**src/rtl/ppi8255_mode0.sv**
```systemverilog
// ppi8255_mode0 -- 8255-compatible parallel port interface, mode 0 only.
//
// Three 8-bit ports (A, B, C) whose directions come from the control word:
// A, B, C-upper and C-lower are set independently. Port C supports bit
// set/reset. Reading an output port returns its latch; reading an input
// port returns the synchronised pins. The control register is write-only.
// The CPU strobes are sampled on clk_i; each bus write commits exactly once,
// on the first clock of the strobe.
//
// Ports
//   clk_i                 system clock
//   reset_i               asynchronous reset, active high (released synchronously)
//   nCS_i                 chip select, active low
//   a0, a1                register select: 0=A 1=B 2=C 3=control
//   nIORD_i, nIOWR_i      read / write strobes, active low
//   d_i                   CPU write data
//   d_o                   CPU read data, registered; IDLE_DATA when not reading
//   a_i, b_i, c_i         port pin inputs (asynchronous)
//   a_o, b_o, c_o         port output latches
//   a_oe, b_oe            1 = port drives its pins
//   c_oe                  per-bit drive enable, [7:4] C-upper, [3:0] C-lower
module ppi8255_mode0 #(
   parameter int          SYNC_STAGES = 2,
   parameter logic [7:0]  RESET_CTRL  = 8'h9B,
   parameter logic [7:0]  IDLE_DATA   = 8'hFF
) (
   input  logic       clk_i,
   input  logic       reset_i,
   input  logic       nCS_i,
   input  logic       a0,
   input  logic       a1,
   input  logic       nIORD_i,
   input  logic       nIOWR_i,
   input  logic [7:0] d_i,
   output logic [7:0] d_o,
   input  logic [7:0] a_i,
   input  logic [7:0] b_i,
   input  logic [7:0] c_i,
   output logic [7:0] a_o,
   output logic [7:0] b_o,
   output logic [7:0] c_o,
   output logic       a_oe,
   output logic       b_oe,
   output logic [7:0] c_oe
);

   // Direction bits of the control word: {A_in, CU_in, B_in, CL_in} = D4,D3,D1,D0.
   // The mode bits have no observable effect (mode 0 only, control is
   // write-only), so only the direction bits are kept.
   localparam logic [3:0] RESET_DIR = {RESET_CTRL[4], RESET_CTRL[3],
                                       RESET_CTRL[1], RESET_CTRL[0]};

   // Reset synchroniser: asserts immediately, releases two clocks later.
   logic [1:0] rst_sync_q, rst_sync_d;
   logic       rst;

   always_comb rst_sync_d = {rst_sync_q[0], 1'b0};

   always_ff @(posedge clk_i or posedge reset_i) begin
      if (reset_i) rst_sync_q <= 2'b11;
      else         rst_sync_q <= rst_sync_d;
   end

   assign rst = rst_sync_q[1];

   // State
   logic [3:0] dir_q, dir_d;
   logic [7:0] a_o_q, a_o_d, b_o_q, b_o_d, c_o_q, c_o_d;
   logic       a_oe_q, a_oe_d, b_oe_q, b_oe_d;
   logic [7:0] c_oe_q, c_oe_d;
   logic [7:0] d_o_q, d_o_d;
   logic       wr_q, wr_d;
   logic [SYNC_STAGES-1:0][23:0] sync_q, sync_d;

   // Strobes and pin view
   logic       wr, rd, commit;
   logic [1:0] sel;
   logic [7:0] a_pin, b_pin, c_pin;
   logic       a_in, b_in, cu_in, cl_in;

   assign sel    = {a1, a0};
   assign wr     = ~nCS_i & ~nIOWR_i;
   assign rd     = ~nCS_i & ~nIORD_i;
   // wr_q tracks wr even with CS high, so releasing CS mid-strobe re-arms.
   assign commit = wr & ~wr_q;
   assign wr_d   = wr;

   assign a_in  = dir_q[3];
   assign cu_in = dir_q[2];
   assign b_in  = dir_q[1];
   assign cl_in = dir_q[0];

   assign a_pin = sync_q[SYNC_STAGES-1][23:16];
   assign b_pin = sync_q[SYNC_STAGES-1][15:8];
   assign c_pin = sync_q[SYNC_STAGES-1][7:0];

   always_comb begin
      sync_d[0] = {a_i, b_i, c_i};
      for (int i = 1; i < SYNC_STAGES; i++) sync_d[i] = sync_q[i-1];
   end

   // Register writes. Latches load regardless of direction.
   always_comb begin
      dir_d = dir_q;
      a_o_d = a_o_q;
      b_o_d = b_o_q;
      c_o_d = c_o_q;
      if (commit) begin
         case (sel)
            2'd0: a_o_d = d_i;
            2'd1: b_o_d = d_i;
            2'd2: c_o_d = d_i;
            default: begin
               if (d_i[7]) begin
                  // Mode set clears every output latch.
                  dir_d = {d_i[4], d_i[3], d_i[1], d_i[0]};
                  a_o_d = 8'h00;
                  b_o_d = 8'h00;
                  c_o_d = 8'h00;
               end else begin
                  c_o_d[d_i[3:1]] = d_i[0];
               end
            end
         endcase
      end
   end

   // Drive enables follow the stored direction one clock later.
   always_comb begin
      a_oe_d = ~a_in;
      b_oe_d = ~b_in;
      c_oe_d = {{4{~cu_in}}, {4{~cl_in}}};
   end

   // Read mux works from the pre-write state of this clock.
   always_comb begin
      d_o_d = IDLE_DATA;
      if (rd) begin
         case (sel)
            2'd0: d_o_d = a_in ? a_pin : a_o_q;
            2'd1: d_o_d = b_in ? b_pin : b_o_q;
            2'd2: d_o_d = {cu_in ? c_pin[7:4] : c_o_q[7:4],
                           cl_in ? c_pin[3:0] : c_o_q[3:0]};
            default: d_o_d = IDLE_DATA;
         endcase
      end
   end

   always_ff @(posedge clk_i or posedge rst) begin
      if (rst) begin
         dir_q  <= RESET_DIR;
         a_o_q  <= 8'h00;
         b_o_q  <= 8'h00;
         c_o_q  <= 8'h00;
         a_oe_q <= ~RESET_DIR[3];
         b_oe_q <= ~RESET_DIR[1];
         c_oe_q <= {{4{~RESET_DIR[2]}}, {4{~RESET_DIR[0]}}};
         d_o_q  <= IDLE_DATA;
         // Held high so a strobe already low at release does not commit.
         wr_q   <= 1'b1;
         sync_q <= '0;
      end else begin
         dir_q  <= dir_d;
         a_o_q  <= a_o_d;
         b_o_q  <= b_o_d;
         c_o_q  <= c_o_d;
         a_oe_q <= a_oe_d;
         b_oe_q <= b_oe_d;
         c_oe_q <= c_oe_d;
         d_o_q  <= d_o_d;
         wr_q   <= wr_d;
         sync_q <= sync_d;
      end
   end

   assign d_o  = d_o_q;
   assign a_o  = a_o_q;
   assign b_o  = b_o_q;
   assign c_o  = c_o_q;
   assign a_oe = a_oe_q;
   assign b_oe = b_oe_q;
   assign c_oe = c_oe_q;

endmodule

```
**config.mk**
```make
export PLATFORM = sky130hd
export DESIGN_NAME = ppi8255_mode0
export DESIGN_NICKNAME = d
export VERILOG_FILES = /design/src/rtl/ppi8255_mode0.sv
export SDC_FILE = /design/constraint.sdc
export NUM_CORES = 1
export LEC_CHECK = 0
export CAP_MARGIN = 20
export CORE_MARGIN = 1.5
export CORE_UTILIZATION = 49
export DETAILED_ROUTE_END_ITERATION = 12
export HOLD_SLACK_MARGIN = 0.03
export PLACE_DENSITY = 0.78
export SYNTH_ARGS = -nofsm -noshare
export SYNTH_HDL_FRONTEND = slang
export SYNTH_SLANG_ARGS = --single-unit
```
**constraint.sdc**
```tcl
create_clock -name clk_i -period 7.9 [get_ports clk_i]
set_input_delay 0.79 -clock clk_i [delete_from_list [all_inputs] [get_ports clk_i]]
set_output_delay 0.79 -clock clk_i [all_outputs]
set_load 0.01 [all_outputs]
```
==> key figures <==
Run status
  • Status: finished, final reports clean

GRT
  • GRT Total Usage: 20.1%
  • First-pass GRT wire length: 11400 um
  • Largest net degree at the start of global routing: 90
  • Initial antenna violation count: 0
  • Vias in the first global route: 2280
  • Gr ovfl total: 0

Routing
  • Post-Route WL: roughly 7200 um
  • Initial DRC Count: 199
  • Via count: 2287
  • Residual DRC count: 0
  • Vias per cell: ~5.2
  • Final ANT Viol Nets: 0
  • 1st-pass router iterations: 4
  • Drt wl/cell: 16.6 um

Synth
  • Commonest cells in the synthesized netlist: dfrtp_1 (76), mux2_2 (33), inv_1 (19)
  • Synth Cell Area: 3530 um2
  • Synth top area cells: dfrtp_1 (54%), dfstp_2 (11%), mux2_2 (11%)
  • Seq cells post-synth: ~90
  • Post-synth EDFFs: 0
  • Share of the yosys chip area belonging to registers: roughly two thirds
  • Predominant post-synthesis flop cell: dfrtp_1
  • Cell count after synthesis: 263
  • Synth cell types: 35
  • Syn_nets: approximately 310
  • Ys Warns: 0
  • Ys async rst share: 100%
  • Leading area contributor after synthesis: dfrtp_1
  • Top-count cell post-synth: dfrtp_1
  • Post-synth top area share: 53.8%
  • Synthesized area per cell: around 13 um2

Power
  • Clock power share: about a quarter
  • Tot Pwr: 0.00107 W
  • Cell Int Power: 0.000778 W
  • Switching Share: 27.3%
  • Comb pwr share: between 20% and 30%
  • Switching power: 0.000293 W
  • Leakage power: between 1.5 and 2 nW
  • VDD IR max: 0.142 mV
  • Power per Cell Area: 235 nW/um2
  • Sequential power share: ~53%

STA
  • Post-layout min period: approximately 3 ns
  • Final setup viols: 0
  • Final Cycle Share: 38.4%
  • Hold slack: 0.278 ns
  • Clock skew: between 0.007 and 0.008 ns
  • RSZ-0062 raised after global routing: false
  • Total Negative Setup Slacks: 0 ns
  • Slew HR: 34.5%
  • Maximum clock frequency: ~0.33 GHz
  • Slew @ Worst Pin: 0.976 ns
  • Hold Fails Final Rpt: 0
  • Final Max Slew Viols: 0

Clock tree
  • Number of setup buffers added after CTS: 0
  • Resized cells post-CTS: 0
  • Clk Latency, worst-skew pair: 0.35 ns
  • CTS sink cnt: just over 90
  • Clock Tree Root: clkbuf_8
  • Clock transition at path regs: 0.09 ns
  • H-tree depth: 3
  • Hold_buf cts: 0
  • TritonCTS clock tree: done
  • Clk buf depth: 2
  • TritonCTS Buffers: 9

Min path
  • Hold Path Class: register to asynchronous set/reset pin

Die
  • Core area: 6870 um2
  • FP Rows: 30
  • Die area: about 7700 um2
  • Initial core utilization: 51.4%
  • DIE WIDTH: 87.9 um
  • Die Y: between 80 and 90 um
  • Number of I/O pins: 81

Layout
  • Layout net count: 378
  • P&R area growth vs syn: 28.8%
  • # diodes: 0
  • Design area: 4550 um2
  • Final core occ: 66.2%
  • Layout cells sized above 1: 21.2%

Critical path
  • CP arrival: 3.28 ns
  • Buf/Inv on CP: 2
  • Critical path peak fanout: 18
  • Crit path max-delay family: simple AND/OR/NAND/NOR gates
  • CP endpoint kind: register
  • Kind of critical path: primary input to register
  • Cell Chain, Critical Path: clkdlybuf4s50_1, inv_1, ha_1, or4_4, or3_1, a22o_1
  • Critical-path top delay cell: or4_4
  • Delay of the slowest critical-path stage: ~0.73 ns
  • Crit start category: primary input
  • Data required, critical path: roughly 8 ns

Job
  • Max cap viols: 0

Place
  • DP HPWL: 4910 um
  • PortBufs: 80
  • Placed inst area: about 4400 um2
  • Final RePlAce weighted congestion: 0.752
[final timing paths]
path / start / to / slack, ns / cells past startpoint
setup / recovery: a0 / b_o[5]$_DFFE_PP0P_ / 4.87 / 6
hold / removal: rst_sync_q[1]$_DFF_PP1_ / a_o[5]$_DFFE_PP0P_ / 0.28 / 2
setup reg to reg: wr_q$_DFF_PP1_ / b_o[5]$_DFFE_PP0P_ / 6.15 / 3
hold reg to reg: rst_sync_q[1]$_DFF_PP1_ / a_o[5]$_DFFE_PP0P_ / 0.28 / 2
max in group asynchronous: rst_sync_q[1]$_DFF_PP1_ / d_o[6]$_DFF_PP1_ / 6.97 / 3
min in group clk_i: sync_d[28]$_DFF_PP0_ / c_pin[4]$_DFF_PP0_ / 0.35 / 0
[layer usage]
metal / vias up / track usage [%] / part of all wire, % / routed length (um)
li1: 1057 / - / - / -
met1: 1147 / 26.8 / 44 / 3160
met2: 74 / 31.5 / 50 / 3610
met3: 9 / 5.56 / 5.3 / 381
met4: 0 / 7.65 / 1.1 / 83
met5: - / 0 / 0 / 0
[area by class of cell]
class	instances	area [um2]
fill	512	2320
sequential	91	2300
multi-input combinational	132	1050
timing repair buffer	82	836
clock buffer	11	131
tap	96	120
inverter	19	72.6
clock inverter	5	38.8
[through the flow]
step | instances | setup WS (ns)
5_1_grt | 436 | 4.78
4_1_cts | 435 | 4.88
3_5_place_dp | 419 | 4.49
3_3_place_gp | 419 | 4.58
2_1_floorplan | 263 | 5.28
6_report | 436 | 4.87
[flip-flops by register name (all words and copies together), names as in the netlist]
signal / cells
a_o: 8
b_pin: 8
dir_q: 4
wr_q: 1
c_oe: 2
c_o: 8
b_oe: 1
d_o: 8
a_pin: 8
rst_sync_q: 2
b_o: 8
c_pin: 8
sync_d: 24
a_oe: 1
[kinds of logic (layout without fill, tap and decap cells)]
kind of cell / count (synthesis) / in the layout / share of synthesized area, %
DFF: 91 / 91 / 65.0
AOI/OAI and AO/OA: 43 / 43 / 9.03
and+or+nand+nor: 50 / 50 / 8.50
muxes: 34 / 34 / 10.8
other: 1 / 1 / 0.106
buffers and inverters: 40 / 117 / 5.17
adders and majority gates: 4 / 4 / 1.42
[tightest hold or removal path, delay by kind of cell (launching register included)]
| family | cells | cell delay [ns] |
|---|---|---|
| buffers and inverters | 2 | 0.30 |
| DFF | 1 | 0.37 |
[power groups by stage]
| stage | logic (W) | registers (W) | clock network (W) |
|---|---|---|---|
| 2_1_floorplan | 0.000114 | 0.000570 | 0 |
| 3_3_place_gp | 0.000226 | 0.000572 | 0 |
| 3_5_place_dp | 0.000232 | 0.000573 | 0 |
| 4_1_cts | 0.000232 | 0.000566 | 0.000283 |
| 5_1_grt | 0.000249 | 0.000572 | 0.000304 |
| 6_report | 0.000231 | 0.000566 | 0.000274 |
[placed cells by master (no fill, tap or decap), types with 2 or more instances in the layout]
cell,instances
a22o_1,8
dfstp_2,15
clkinvlp_4,4
clkbuf_1,2
inv_1,18
nand3_1,17
clkbuf_8,9
and2_1,3
or3_1,2
nand3b_1,3
clkdlybuf4s50_1,80
nor2b_1,3
a22oi_1,8
a211oi_1,8
ha_1,4
o32ai_1,2
mux2_2,33
a32o_1,4
nand2_1,8
nor4b_1,2
dfrtp_1,76
o21ai_0,11
or3b_2,3
nor2_1,3
No activity file was read; power rests on OpenSTA's default activity.
